**config.mk**
```make
export PLATFORM = sky130hd
export DESIGN_NAME = id_ex_stage_flat
export DESIGN_NICKNAME = d
export VERILOG_FILES = /design/src/rtl/id_ex_stage_if.sv /design/src/rtl/id_ex_stage.sv /design/src/flat_wrapper.sv
export SDC_FILE = /design/constraint.sdc
export NUM_CORES = 1
export LEC_CHECK = 0
export CAP_MARGIN = 20
export CORE_ASPECT_RATIO = 1.1
export CORE_MARGIN = 3
export CORE_UTILIZATION = 40
export DETAILED_ROUTE_END_ITERATION = 7
export PLACE_DENSITY_LB_ADDON = 0.25
export SKIP_LAST_GASP = 1
export SYNTH_ARGS = -nofsm -noshare
export SYNTH_HDL_FRONTEND = slang
export SYNTH_SLANG_ARGS = --single-unit
```
**constraint.sdc**
```tcl
create_clock -name clk -period 4.1 [get_ports clk]
set_input_delay 0.82 -clock clk [delete_from_list [all_inputs] [get_ports clk]]
set_output_delay 0.82 -clock clk [all_outputs]
set_load 0.01 [all_outputs]
```
**src/rtl/id_ex_stage_if.sv**
```systemverilog
// ID/EX bundle: decoded instruction, forwarding sources and flush request in;
// registered ALU controls/operands and the combinational load-use stall out.
interface id_ex_stage_if #(
   parameter int DW = 16,
   parameter int RW = 4
);
   logic          valid_ID;
   logic          R_Type_ID;
   logic          J_Type_ID;
   logic          B_Type_Eq_ID;
   logic          B_Type_Neq_ID;
   logic [3:0]    Func_ID;
   logic [RW-1:0] rs1_ID;
   logic [RW-1:0] rs2_ID;
   logic [RW-1:0] rd_ID;
   logic [DW-1:0] rs1_data_ID;
   logic [DW-1:0] rs2_data_ID;
   logic [DW-1:0] imm_ID;
   logic [DW-1:0] pc_ID;
   logic          use_imm_ID;
   logic          reg_write_ID;
   logic          mem_read_ID;
   logic [DW-1:0] Result_EX;
   logic          Is_Address_Taken;
   logic          mem_reg_write;
   logic [RW-1:0] mem_rd;
   logic [DW-1:0] mem_data;

   logic          R_Type_EX;
   logic          J_Type_EX;
   logic          B_Type_Eq_EX;
   logic          B_Type_Neq_EX;
   logic [3:0]    Func_EX;
   logic [DW-1:0] Op1;
   logic [DW-1:0] Op2;
   logic [RW-1:0] rd_EX;
   logic          reg_write_EX;
   logic          mem_read_EX;
   logic [DW-1:0] pc_EX;
   logic          stall_ID;

   modport master (
      output valid_ID, R_Type_ID, J_Type_ID, B_Type_Eq_ID, B_Type_Neq_ID, Func_ID,
             rs1_ID, rs2_ID, rd_ID, rs1_data_ID, rs2_data_ID, imm_ID, pc_ID,
             use_imm_ID, reg_write_ID, mem_read_ID, Result_EX, Is_Address_Taken,
             mem_reg_write, mem_rd, mem_data,
      input  R_Type_EX, J_Type_EX, B_Type_Eq_EX, B_Type_Neq_EX, Func_EX, Op1, Op2,
             rd_EX, reg_write_EX, mem_read_EX, pc_EX, stall_ID
   );

   modport slave (
      input  valid_ID, R_Type_ID, J_Type_ID, B_Type_Eq_ID, B_Type_Neq_ID, Func_ID,
             rs1_ID, rs2_ID, rd_ID, rs1_data_ID, rs2_data_ID, imm_ID, pc_ID,
             use_imm_ID, reg_write_ID, mem_read_ID, Result_EX, Is_Address_Taken,
             mem_reg_write, mem_rd, mem_data,
      output R_Type_EX, J_Type_EX, B_Type_Eq_EX, B_Type_Neq_EX, Func_EX, Op1, Op2,
             rd_EX, reg_write_EX, mem_read_EX, pc_EX, stall_ID
   );
endinterface

```
**src/rtl/id_ex_stage.sv**
```systemverilog
// Decode-to-execute register with EX/MEM forwarding; 1-cycle latency.
// Load-use stalls ID for one cycle (bubble into EX); a taken branch flushes and beats the stall.
module id_ex_stage #(
   parameter int DW = 16,
   parameter int RW = 4
) (
   input  logic         clk,
   input  logic         rst,
   id_ex_stage_if.slave bus
);

   typedef enum logic {RUN, HOLD} state_t;

   typedef struct packed {
      logic          r_type;
      logic          j_type;
      logic          beq;
      logic          bneq;
      logic [3:0]    func;
      logic [DW-1:0] op1;
      logic [DW-1:0] op2;
      logic [RW-1:0] rd;
      logic          reg_write;
      logic          mem_read;
      logic [DW-1:0] pc;
   } ex_t;

   state_t        state_q, state_d;
   ex_t           ex_q, ex_d;
   logic [DW-1:0] fwd1, fwd2;
   logic          reads_rs1, reads_rs2;
   logic          load_use;
   logic          flush;
   logic          stall;

   // EX beats MEM; a load in EX has no result yet, so it is never a source here.
   always_comb begin
      fwd1 = bus.rs1_data_ID;
      if (bus.rs1_ID == '0)
         fwd1 = '0;
      else if (ex_q.reg_write && !ex_q.mem_read && ex_q.rd == bus.rs1_ID)
         fwd1 = bus.Result_EX;
      else if (bus.mem_reg_write && bus.mem_rd == bus.rs1_ID)
         fwd1 = bus.mem_data;
   end

   always_comb begin
      fwd2 = bus.rs2_data_ID;
      if (bus.rs2_ID == '0)
         fwd2 = '0;
      else if (ex_q.reg_write && !ex_q.mem_read && ex_q.rd == bus.rs2_ID)
         fwd2 = bus.Result_EX;
      else if (bus.mem_reg_write && bus.mem_rd == bus.rs2_ID)
         fwd2 = bus.mem_data;
   end

   // Jumps read no registers; immediate forms do not read rs2.
   assign reads_rs1 = !bus.J_Type_ID;
   assign reads_rs2 = !bus.J_Type_ID && !bus.use_imm_ID;
   assign load_use  = bus.valid_ID && ex_q.mem_read && ex_q.reg_write && (ex_q.rd != '0) &&
                      ((reads_rs1 && bus.rs1_ID == ex_q.rd) ||
                       (reads_rs2 && bus.rs2_ID == ex_q.rd));
   assign flush     = bus.Is_Address_Taken;

   always_comb begin
      state_d = RUN;
      ex_d    = '0;
      stall   = load_use && !flush && !rst && (state_q == RUN);
      if (stall) begin
         state_d = HOLD;
      end else if (bus.valid_ID && !flush) begin
         ex_d.r_type    = bus.R_Type_ID;
         ex_d.j_type    = bus.J_Type_ID;
         ex_d.beq       = bus.B_Type_Eq_ID;
         ex_d.bneq      = bus.B_Type_Neq_ID;
         ex_d.func      = bus.Func_ID;
         ex_d.rd        = bus.rd_ID;
         ex_d.reg_write = bus.reg_write_ID;
         ex_d.mem_read  = bus.mem_read_ID;
         ex_d.pc        = bus.pc_ID;
         if (bus.J_Type_ID) begin
            ex_d.op1 = bus.pc_ID;
            ex_d.op2 = bus.imm_ID;
         end else if (bus.R_Type_ID) begin
            ex_d.op1 = fwd1;
            ex_d.op2 = bus.use_imm_ID ? bus.imm_ID : fwd2;
         end else begin
            ex_d.op1 = fwd1;
            ex_d.op2 = fwd2;
         end
      end
   end

   always_ff @(posedge clk) begin
      if (rst) begin
         state_q <= RUN;
         ex_q    <= '0;
      end else begin
         state_q <= state_d;
         ex_q    <= ex_d;
      end
   end

   assign bus.R_Type_EX     = ex_q.r_type;
   assign bus.J_Type_EX     = ex_q.j_type;
   assign bus.B_Type_Eq_EX  = ex_q.beq;
   assign bus.B_Type_Neq_EX = ex_q.bneq;
   assign bus.Func_EX       = ex_q.func;
   assign bus.Op1           = ex_q.op1;
   assign bus.Op2           = ex_q.op2;
   assign bus.rd_EX         = ex_q.rd;
   assign bus.reg_write_EX  = ex_q.reg_write;
   assign bus.mem_read_EX   = ex_q.mem_read;
   assign bus.pc_EX         = ex_q.pc;
   assign bus.stall_ID      = stall;

endmodule
```
**src/flat_wrapper.sv**
```systemverilog
// flat-port wrapper written by rule: the top's interface ports become plain ports
module id_ex_stage_flat 
#(
   parameter int DW = 16,
   parameter int RW = 4
)
  (clk, rst, bus_valid_ID, bus_R_Type_ID, bus_J_Type_ID, bus_B_Type_Eq_ID, bus_B_Type_Neq_ID, bus_Func_ID, bus_rs1_ID, bus_rs2_ID, bus_rd_ID, bus_rs1_data_ID, bus_rs2_data_ID, bus_imm_ID, bus_pc_ID, bus_use_imm_ID, bus_reg_write_ID, bus_mem_read_ID, bus_Result_EX, bus_Is_Address_Taken, bus_mem_reg_write, bus_mem_rd, bus_mem_data, bus_R_Type_EX, bus_J_Type_EX, bus_B_Type_Eq_EX, bus_B_Type_Neq_EX, bus_Func_EX, bus_Op1, bus_Op2, bus_rd_EX, bus_reg_write_EX, bus_mem_read_EX, bus_pc_EX, bus_stall_ID);
  id_ex_stage_if #(.DW(DW), .RW(RW)) bus_i ();
  input  logic clk;
  input  logic rst;
  input wire logic [$bits(bus_i.valid_ID)-1:0] bus_valid_ID;
  input wire logic [$bits(bus_i.R_Type_ID)-1:0] bus_R_Type_ID;
  input wire logic [$bits(bus_i.J_Type_ID)-1:0] bus_J_Type_ID;
  input wire logic [$bits(bus_i.B_Type_Eq_ID)-1:0] bus_B_Type_Eq_ID;
  input wire logic [$bits(bus_i.B_Type_Neq_ID)-1:0] bus_B_Type_Neq_ID;
  input wire logic [$bits(bus_i.Func_ID)-1:0] bus_Func_ID;
  input wire logic [$bits(bus_i.rs1_ID)-1:0] bus_rs1_ID;
  input wire logic [$bits(bus_i.rs2_ID)-1:0] bus_rs2_ID;
  input wire logic [$bits(bus_i.rd_ID)-1:0] bus_rd_ID;
  input wire logic [$bits(bus_i.rs1_data_ID)-1:0] bus_rs1_data_ID;
  input wire logic [$bits(bus_i.rs2_data_ID)-1:0] bus_rs2_data_ID;
  input wire logic [$bits(bus_i.imm_ID)-1:0] bus_imm_ID;
  input wire logic [$bits(bus_i.pc_ID)-1:0] bus_pc_ID;
  input wire logic [$bits(bus_i.use_imm_ID)-1:0] bus_use_imm_ID;
  input wire logic [$bits(bus_i.reg_write_ID)-1:0] bus_reg_write_ID;
  input wire logic [$bits(bus_i.mem_read_ID)-1:0] bus_mem_read_ID;
  input wire logic [$bits(bus_i.Result_EX)-1:0] bus_Result_EX;
  input wire logic [$bits(bus_i.Is_Address_Taken)-1:0] bus_Is_Address_Taken;
  input wire logic [$bits(bus_i.mem_reg_write)-1:0] bus_mem_reg_write;
  input wire logic [$bits(bus_i.mem_rd)-1:0] bus_mem_rd;
  input wire logic [$bits(bus_i.mem_data)-1:0] bus_mem_data;
  output wire logic [$bits(bus_i.R_Type_EX)-1:0] bus_R_Type_EX;
  output wire logic [$bits(bus_i.J_Type_EX)-1:0] bus_J_Type_EX;
  output wire logic [$bits(bus_i.B_Type_Eq_EX)-1:0] bus_B_Type_Eq_EX;
  output wire logic [$bits(bus_i.B_Type_Neq_EX)-1:0] bus_B_Type_Neq_EX;
  output wire logic [$bits(bus_i.Func_EX)-1:0] bus_Func_EX;
  output wire logic [$bits(bus_i.Op1)-1:0] bus_Op1;
  output wire logic [$bits(bus_i.Op2)-1:0] bus_Op2;
  output wire logic [$bits(bus_i.rd_EX)-1:0] bus_rd_EX;
  output wire logic [$bits(bus_i.reg_write_EX)-1:0] bus_reg_write_EX;
  output wire logic [$bits(bus_i.mem_read_EX)-1:0] bus_mem_read_EX;
  output wire logic [$bits(bus_i.pc_EX)-1:0] bus_pc_EX;
  output wire logic [$bits(bus_i.stall_ID)-1:0] bus_stall_ID;
  assign bus_i.valid_ID = bus_valid_ID;
  assign bus_i.R_Type_ID = bus_R_Type_ID;
  assign bus_i.J_Type_ID = bus_J_Type_ID;
  assign bus_i.B_Type_Eq_ID = bus_B_Type_Eq_ID;
  assign bus_i.B_Type_Neq_ID = bus_B_Type_Neq_ID;
  assign bus_i.Func_ID = bus_Func_ID;
  assign bus_i.rs1_ID = bus_rs1_ID;
  assign bus_i.rs2_ID = bus_rs2_ID;
  assign bus_i.rd_ID = bus_rd_ID;
  assign bus_i.rs1_data_ID = bus_rs1_data_ID;
  assign bus_i.rs2_data_ID = bus_rs2_data_ID;
  assign bus_i.imm_ID = bus_imm_ID;
  assign bus_i.pc_ID = bus_pc_ID;
  assign bus_i.use_imm_ID = bus_use_imm_ID;
  assign bus_i.reg_write_ID = bus_reg_write_ID;
  assign bus_i.mem_read_ID = bus_mem_read_ID;
  assign bus_i.Result_EX = bus_Result_EX;
  assign bus_i.Is_Address_Taken = bus_Is_Address_Taken;
  assign bus_i.mem_reg_write = bus_mem_reg_write;
  assign bus_i.mem_rd = bus_mem_rd;
  assign bus_i.mem_data = bus_mem_data;
  assign bus_R_Type_EX = bus_i.R_Type_EX;
  assign bus_J_Type_EX = bus_i.J_Type_EX;
  assign bus_B_Type_Eq_EX = bus_i.B_Type_Eq_EX;
  assign bus_B_Type_Neq_EX = bus_i.B_Type_Neq_EX;
  assign bus_Func_EX = bus_i.Func_EX;
  assign bus_Op1 = bus_i.Op1;
  assign bus_Op2 = bus_i.Op2;
  assign bus_rd_EX = bus_i.rd_EX;
  assign bus_reg_write_EX = bus_i.reg_write_EX;
  assign bus_mem_read_EX = bus_i.mem_read_EX;
  assign bus_pc_EX = bus_i.pc_EX;
  assign bus_stall_ID = bus_i.stall_ID;
  id_ex_stage #(.DW(DW), .RW(RW)) u_core (.clk(clk), .rst(rst), .bus(bus_i));
endmodule
```
==> impl_metrics.toml <==
[route]
drc_errors = 0
drt_iter0_markers = 200
post_drt_via_cell_ratio = 5.79
routed_wl_um = 12200
routedWlPerCell_um = 20.3
drt_pass1_iterations = 4
vias = 3471
antenna_left = 0

[synthesis]
synth_largest_area_cell = "dfxtp_1"
synth_seq_cells = 63
synth_edf_count = 0
syn_area_per_cell_um2 = 9.33
syn-instance-count = 328
synthesis.nets = 456
ys_top_cells_by_area = "dfxtp_1 (41%), a32o_1 (10%), a211o_1 (9.2%)"
yosysMostFrequentCell = "dfxtp_1"
ys.flop_type = "dfxtp_1"
synth_top_area_frac = 0.412
synth_commonest_cells = "dfxtp_1 (63), inv_1 (37)"
syn_area_um2 = 3060
yosys_warnings = 0
yosysUniqueCellTypes = 30
async_reset_ff_frac = 0
ys_seq_area_frac = 0.412

[pwr]
power.leakage_nw = 2.12
power_density_nw_per_um2 = 311
finalPower_mw = 1.64
peakVddDrop_uv = 273

[grt]
grt-ovfl-total = 0
grt_max_degree = 33
grt_pass1_vias = 3665
grt.total_usage = 0.274
antenna_found_initial = 0
grt_pass1_wl_um = 18400

[die]
io_pins = 191
die_x_um = 89.4
initial_core_util = 0.425
coreArea_um2 = 7210
die_y_um = 97.8
dieArea_um2 = 8740
rows = 32

[sta]
finalSetupViolations = 0
tightest_slew_ps = 1090
rsz0062_at_grt = "false"
setup_ws_ps = 663
period_share = 0.838
finalSetupTns_ps = 0
fin_crit_ps = 3440
finClkSkew_ps = 5.09
slew_headroom = 0.271
hold_viol_final = 0
fmax_mhz = 291
drv_slew = 0

[worst_setup_path]
setup.worst_path.start_class = "input pin"
critPathSlowestCell = "clkdlybuf4s50_1"
critPathKind = "in2out"
max_stage_delay_ps = 580
cp_cell_sequence = "clkdlybuf4s50_1, and4bb_2, nand3_1, o22ai_1, clkdlybuf4s50_1"
crit_arrival_ps = 2620
end_kind = "output port"
crit_fanout = 4
required_ps = 3280
cp_common_cell = "clkdlybuf4s50_1"

[hold_path]
worstHoldPathType = "reg2reg"

[place]
port_buffers = 190
dpl.hpwl_um = 8550
place.gp.congestion = 0.896
post-place-ws_ps = 661

[clock_network]
cts_resized = 0
cts_tree = "built"
root_buffer = "clkbuf_8"
cts_htree_levels = 3
clk-insertion-delay-late_ps = 330
cts_buffers = 9
clockBufferDepth = 2
cts_hold_buf = 0
path_clk_slew_ps = 70
postCtsSetupBuffers = 0
cts.sinks = 63

[final_layout]
nets = 637
antennaDiodeCount = 0
n_fill_cell = 528
area_delta_synth_final_pct = 72.6
finish.utilization = 0.733
drive_gt1_frac = 0.0661

[run_status]
status = "complete, no violations"

[flow_run]
timing.max_cap.violations = 0
## layer usage
layer / track usage / routed length, um / up-vias
met3: 0.0667 / 1140 / 41
met1: 0.305 / 4520 / 1605
li1: - / - / 1600
met4: 0.152 / 508 / 0
met5: 0 / 0 / -
met2: 0.465 / 6000 / 225
## critical path: cells and delay by family
kind / cells / cell delay [ps]
AOI/OAI and AO/OA: 1 / 250
and+or+nand+nor: 2 / 480
buffers and inverters: 2 / 1070
## registers in the layout, indices dropped and copies added (netlist names)
name and count:
u_core.bus.rd_EX 4, u_core.bus.B_Type_Neq_EX 1, u_core.bus.reg_write_EX 1, u_core.bus.mem_read_EX 1, u_core.bus.R_Type_EX 1, u_core.bus.pc_EX 16
u_core.bus.Func_EX 4, u_core.bus.Op1 16, u_core.bus.J_Type_EX 1, u_core.bus.B_Type_Eq_EX 1, u_core.state_q 1, u_core.bus.Op2 16
## logic make-up after synthesis
family | synth area share
compound gates | 0.288
simple gates | 0.179
flops | 0.412
xor+xnor | 0.0286
buf+inv | 0.0932
## cell usage in the layout, fill, tap and decap left out, types with 2 or more instances in the layout
cell and count:
inv_1 37, a32o_1 32, clkdlybuf4s50_1 190, nor2_1 2, a222oi_1 2, and3_1 3, xnor2_2 2, buf_4 9
a31oi_1 32, a211o_1 32, o22ai_1 2, and2_1 30, xnor2_1 8, bufinv_16 3, clkbuf_8 11, nand4_1 2
o2111a_1 2, dfxtp_1 63, buf_6 2, or3_1 32, nand2b_1 5
## power by group
part	switching, mW	total, mW	internal, mW	leakage (nW)
registers	0.00684	0.637	0.630	0.512
logic	0.130	0.322	0.193	1.47
clock network	0.248	0.685	0.437	0.130
## final timing paths
kind | end | cells after the start | start | slack, ps
worst max-delay path | bus_stall_ID | 5 | bus_J_Type_ID | 660
worst min-delay path | u_core.state_q | 3 | u_core.state_q | 840
worst max register to register | u_core.bus.Op1[6] | 5 | u_core.bus.rd_EX[0] | 1480
worst min register to register | u_core.state_q | 3 | u_core.state_q | 840
## final cells by class
cell class                      count  area (um2)  area share
Timing Repair Buffer              201        1990       0.377
Clock buffer                       11         151      0.0287
Multi-Input combinational cell    197        1530       0.290
Inverter                           37         139      0.0263
Clock inverter                      5         104      0.0197
Sequential cell                    63        1260       0.239
Tap cell                           85         106      0.0201
## per-stage QoR
step	instance area, um2	hold slack (ps)	cells
2_1_floorplan	3060	774	328
3_3_place_gp	5010	816	581
3_5_place_dp	5030	831	583
4_1_cts	5280	845	599
5_1_grt	5280	896	599
6_report	5280	841	599
Power figures use the tool's default switching activity.
